==> src/rtl/fifo_stream_reader_if.sv <==
// Read port of syn_FIFO plus the valid/ready output stream.
// master = reader side, slave = FIFO + downstream consumer side.
interface fifo_stream_reader_if #(
  parameter int d_width = 8
);
  logic               isEmpty;
  logic               r_en;
  logic [d_width-1:0] r_data;
  logic               m_valid;
  logic               m_ready;
  logic [d_width-1:0] m_data;

  modport master (
    input  isEmpty,
    input  r_data,
    input  m_ready,
    output r_en,
    output m_valid,
    output m_data
  );

  modport slave (
    output isEmpty,
    output r_data,
    output m_ready,
    input  r_en,
    input  m_valid,
    input  m_data
  );
endinterface

==> src/rtl/fifo_stream_reader.sv <==
// Drains syn_FIFO into a valid/ready stream via a head+skid buffer.
// FIFO_RD_CNT_EN adds the rd_count delivered-word counter.
module fifo_stream_reader #(
  parameter int d_width = 8
`ifdef FIFO_RD_CNT_EN
  , parameter int CNT_W = 16
`endif
) (
  input  logic clk,
  input  logic n_rst,
  fifo_stream_reader_if.master bus
`ifdef FIFO_RD_CNT_EN
  , output logic [CNT_W-1:0] rd_count
`endif
);

  logic               inflight;
  logic [1:0]         occ;
  logic [d_width-1:0] head;
  logic [d_width-1:0] skid;
  logic               pop;
  logic [2:0]         need;
  logic               r_en;

  assign pop  = (occ != 2'd0) && bus.m_ready;

  // Credit: buffered + outstanding words after this edge must fit in 2
  assign need = {1'b0, occ} + {2'b00, inflight} - {2'b00, pop};
  assign r_en = n_rst && !bus.isEmpty && (need < 3'd2);

  assign bus.r_en    = r_en;
  assign bus.m_valid = (occ != 2'd0);
  assign bus.m_data  = head;

  always_ff @(posedge clk or negedge n_rst) begin
    if (!n_rst) begin
      inflight <= 1'b0;
      occ      <= 2'd0;
      head     <= '0;
      skid     <= '0;
    end else begin
      inflight <= r_en;
      unique case (1'b1)
        inflight && (occ == 2'd0 ||
                     (occ == 2'd1 && pop)): begin
          head <= bus.r_data;
          occ  <= 2'd1;
        end
        inflight && occ == 2'd1 && !pop: begin
          skid <= bus.r_data;
          occ  <= 2'd2;
        end
        inflight && occ == 2'd2 && pop: begin
          head <= skid;
          skid <= bus.r_data;
        end
        !inflight && occ == 2'd2 && pop: begin
          head <= skid;
          occ  <= 2'd1;
        end
        !inflight && occ == 2'd1 && pop: begin
          occ <= 2'd0;
        end
        default: ;
      endcase
    end
  end

`ifdef FIFO_RD_CNT_EN
  always_ff @(posedge clk or negedge n_rst) begin
    if (!n_rst) begin
      rd_count <= '0;
    end else if (pop) begin
      rd_count <= rd_count + CNT_W'(1);
    end
  end
`endif

endmodule

==> src/flat_wrapper.sv <==
// flat-port wrapper written by rule: the top's interface ports become plain ports
module fifo_stream_reader_flat 
#(
  parameter int d_width = 8

)
  (clk, n_rst, bus_isEmpty, bus_r_data, bus_m_ready, bus_r_en, bus_m_valid, bus_m_data);
  fifo_stream_reader_if #(.d_width(d_width)) bus_i ();
  input  logic clk;
  input  logic n_rst;
  input wire logic [$bits(bus_i.isEmpty)-1:0] bus_isEmpty;
  input wire logic [$bits(bus_i.r_data)-1:0] bus_r_data;
  input wire logic [$bits(bus_i.m_ready)-1:0] bus_m_ready;
  output wire logic [$bits(bus_i.r_en)-1:0] bus_r_en;
  output wire logic [$bits(bus_i.m_valid)-1:0] bus_m_valid;
  output wire logic [$bits(bus_i.m_data)-1:0] bus_m_data;
  assign bus_i.isEmpty = bus_isEmpty;
  assign bus_i.r_data = bus_r_data;
  assign bus_i.m_ready = bus_m_ready;
  assign bus_r_en = bus_i.r_en;
  assign bus_m_valid = bus_i.m_valid;
  assign bus_m_data = bus_i.m_data;
  fifo_stream_reader #(.d_width(d_width)) u_core (.clk(clk), .n_rst(n_rst), .bus(bus_i));
endmodule
==> config.mk <==
export PLATFORM = sky130hd
export DESIGN_NAME = fifo_stream_reader_flat
export DESIGN_NICKNAME = d
export VERILOG_FILES = /design/src/rtl/fifo_stream_reader_if.sv /design/src/rtl/fifo_stream_reader.sv /design/src/flat_wrapper.sv
export SDC_FILE = /design/constraint.sdc
export NUM_CORES = 1
export LEC_CHECK = 0
export ABC_AREA = 0
export ABC_CLOCK_PERIOD_IN_PS = 1860
export BUFFER_PORTS_ARGS = -buffer_cell sky130_fd_sc_hd__buf_2
export CAP_MARGIN = 10
export CORE_MARGIN = 4
export CORE_UTILIZATION = 23
export DETAILED_ROUTE_END_ITERATION = 10
export PLACE_DENSITY = 0.51
export SYNTH_ARGS = -nofsm -noshare
export SYNTH_HDL_FRONTEND = slang
export SYNTH_SLANG_ARGS = --single-unit
==> constraint.sdc <==
create_clock -name clk -period 1.86 [get_ports clk]
set_clock_uncertainty 0.05 [all_clocks]
set_input_delay 0.186 -clock clk [delete_from_list [all_inputs] [get_ports clk]]
set_output_delay 0.186 -clock clk [all_outputs]
set_load 0.03 [all_outputs]
==> flow_metrics.env <==
export IMPL_grt_usage=0.0854
export IMPL_endpoint_kind="output pin"
export IMPL_criticalPathCategory="reg -> out"
export IMPL_clockRootBuffer="clkbuf_8"
export IMPL_worstPathRequired_ns=1.62
export IMPL_synthCells=70
export IMPL_grt_pass1_wl_um=3270
export IMPL_post_place_ws_ns=-0.0502
export IMPL_die_h_um=70.8
export IMPL_slew_viol_final=0
export IMPL_rsz0062_at_grt="true"
export IMPL_fill_cells=410
export IMPL_cts_made_buffers=3
export IMPL_n_antenna_cell=0
export IMPL_violations="negative setup slack"
export IMPL_nets=113
export IMPL_first_global_vias=675
export IMPL_cts_path_max_buffers=2
export IMPL_place_congestion=0.745
export IMPL_dieArea_sq_um=5020
export IMPL_maxCapViolations=0
export IMPL_worstMarginPinSlew_ns=0.353
export IMPL_antenna_found_initial=0
export IMPL_cts_sinks=19
export IMPL_finalCritPeriodShare=1.15
export IMPL_finalCoreUtilization=0.318
export IMPL_area_growth_pct=31.0
export IMPL_hold_path_class="in -> reg"
export IMPL_grt_max_degree=20
export IMPL_drc=0
export IMPL_drtPass1Iterations=3
export IMPL_finalWorstSetupSlack_ns=-0.277
export IMPL_leakage_nw=0.536
export IMPL_cts_tree="built"
export IMPL_status="complete, but fails checks"
export IMPL_ios=22
export IMPL_postSynthAreaPerCell_sq_um=13.0
export IMPL_post_drt_wl_per_cell_um=13.2
export IMPL_vias_per_cell=4.40
export IMPL_worstPathArrival_ns=1.90
export IMPL_routed_wl_um=1940
export IMPL_hold_viol=0
export IMPL_num_vias=647
export IMPL_finalPower_mw=2.15
export IMPL_cp_max_fo=2
export IMPL_p_per_area_nw_per_um2=1800
export IMPL_mappedNetlistNets=83
export IMPL_drive_gt1_frac=0.525
export IMPL_min_period_ns=2.14
export IMPL_initial_core_util=0.243
export IMPL_synth_seq_area_share=0.523
export IMPL_synth_warnings=0
export IMPL_fmax_mhz=468
export IMPL_worstSkewPairLatency_ns=0.25
export IMPL_dp_hpwl_um=1420
export IMPL_h_tree_depth=1
export IMPL_grt_overflow=0
export IMPL_post_cts_buffers=0
export IMPL_num_rows=22
export IMPL_clk_pin_slew_ns=0.07
export IMPL_syn_area_sq_um=908
export IMPL_coreArea_sq_um=3740
export IMPL_io_buffers=21
export IMPL_setup_violations=1
export IMPL_peakVddDrop_mv=0.444
export IMPL_final_antenna_net_count=0
export IMPL_max_slew_margin_rel=0.764
export IMPL_yosysUniqueCellTypes=23
export IMPL_stdcell_count=147
export IMPL_crit_path_start_kind="register"
export IMPL_place_inst=142
export IMPL_die_x_um=70.8
export IMPL_drt_iter0_drc=7
export IMPL_ys_seq_elements=19
## worst paths after layout
check,start,to,slack [ns],cells past startpoint
setup / recovery,u_core.occ[0],bus_r_en,-0.28,6
hold / removal,bus_r_data[4],u_core.skid[4],0.13,2
setup reg to reg,u_core.occ[0],u_core.inflight,0.14,6
hold reg to reg,u_core.skid[7],u_core.skid[7],0.45,1
max in group asynchronous,n_rst,u_core.bus.m_data[3],1.14,3
min in group asynchronous,n_rst,u_core.occ[0],0.41,3
## layout make-up
| class | instances | area (sq um) | area share |
|---|---|---|---|
| clock buffers | 4 | 45.0 | 0.0379 |
| inverters | 2 | 7.51 | 0.00631 |
| multi-input cells | 46 | 435 | 0.366 |
| flip-flops and latches | 19 | 475 | 0.400 |
| well taps | 48 | 60.1 | 0.0505 |
| repair buffers | 28 | 166 | 0.140 |
## cells in the final DEF, fill, tap and decap left out
master / netlist / routed
a211oi_1: 1 / 1
a21o_1: 1 / 1
a21oi_1: 1 / 1
a32oi_1: 1 / 1
and3b_1: 1 / 1
buf_2: 1 / 20
buf_4: 0 / 6
buf_6: 2 / 1
clkbuf_1: 0 / 1
clkbuf_8: 0 / 3
dfrtp_1: 19 / 19
dlygate4sd3_1: 0 / 1
fa_2: 0 / 1
inv_1: 2 / 2
mux2_2: 8 / 8
mux2i_1: 1 / 1
nand2_1: 4 / 3
nand2_2: 0 / 1
nand2b_1: 1 / 1
nor2b_1: 2 / 2
nor3_4: 0 / 1
nor3b_1: 2 / 1
nor3b_4: 0 / 1
o21ai_0: 3 / 3
o21ai_4: 1 / 1
o221a_2: 7 / 7
or2_4: 0 / 1
or2b_1: 7 / 7
xor2_1: 2 / 1
xor2_2: 0 / 1
## where the power goes
part	internal [mW]	total [mW]	switching [mW]
clock network	0.152	0.286	0.134
logic	0.528	1.15	0.625
registers	0.615	0.709	0.0941
total	1.30	2.15	0.852
## Yosys cell counts (all sizes together)
master | instances | area share
a211oi | 1 | 0.0083
a21o | 1 | 0.0083
a21oi | 1 | 0.0055
a32oi | 1 | 0.0096
and3b | 1 | 0.0096
buf | 3 | 0.030
dfrtp | 19 | 0.52
fa | 1 | 0.022
inv | 2 | 0.0083
mux2 | 8 | 0.099
mux2i | 1 | 0.011
nand2 | 4 | 0.017
nand2b | 1 | 0.0069
nor2b | 2 | 0.014
nor3 | 1 | 0.0055
nor3b | 2 | 0.017
o21ai | 4 | 0.034
o221a | 7 | 0.087
or2 | 1 | 0.0069
or2b | 7 | 0.058
xor2 | 2 | 0.019
## cells by family after synthesis
family / after synthesis / synth area share
flip-flops: 19 / 0.523
buffers and inverters: 5 / 0.0386
XOR/XNOR: 2 / 0.0193
AO/OA/AOI/OAI: 15 / 0.153
AND/OR/NAND/NOR: 19 / 0.134
adder cells (fa/ha/maj): 1 / 0.0220
multiplexers: 9 / 0.110
## flip-flops by register name, indices dropped and copies added, names as in the netlist
signal / count
u_core.inflight: 1
u_core.occ: 2
u_core.bus.m_data: 8
u_core.skid: 8
## what timing repair did
item,in CTS,in global routing
endpoints found under the hold margin,19,0
hold buffers,1,0
resized for setup,2,0
setup endpoints to repair,1,1
pin swaps,0,0
## worst max-delay path, stage by stage (launching register included)
cell	delay, ns
dfrtp_1	0.38
or2_4	0.25
nor3b_4	0.15
fa_2	0.35
xor2_2	0.16
nor3_4	0.20
buf_6	0.15
## layer usage
layer / up-vias / share of wire / track usage
li1: 312 / - / -
met4: 0 / 0.027 / 0.0626
met1: 316 / 0.47 / 0.109
met2: 15 / 0.46 / 0.128
met5: - / 0 / 0
met3: 4 / 0.043 / 0.0170
## per-stage QoR
step	cell area (sq um)	hold slack (ns)	TNS, ns
2_1_floorplan	946	-0.160	-0.390
3_3_place_gp	1130	0.155	-0.0203
3_5_place_dp	1130	0.158	-0.0502
4_1_cts	1190	0.119	-0.297
5_1_grt	1190	0.137	-0.333
6_report	1190	0.129	-0.277
No activity file was read; power rests on OpenSTA's default activity.
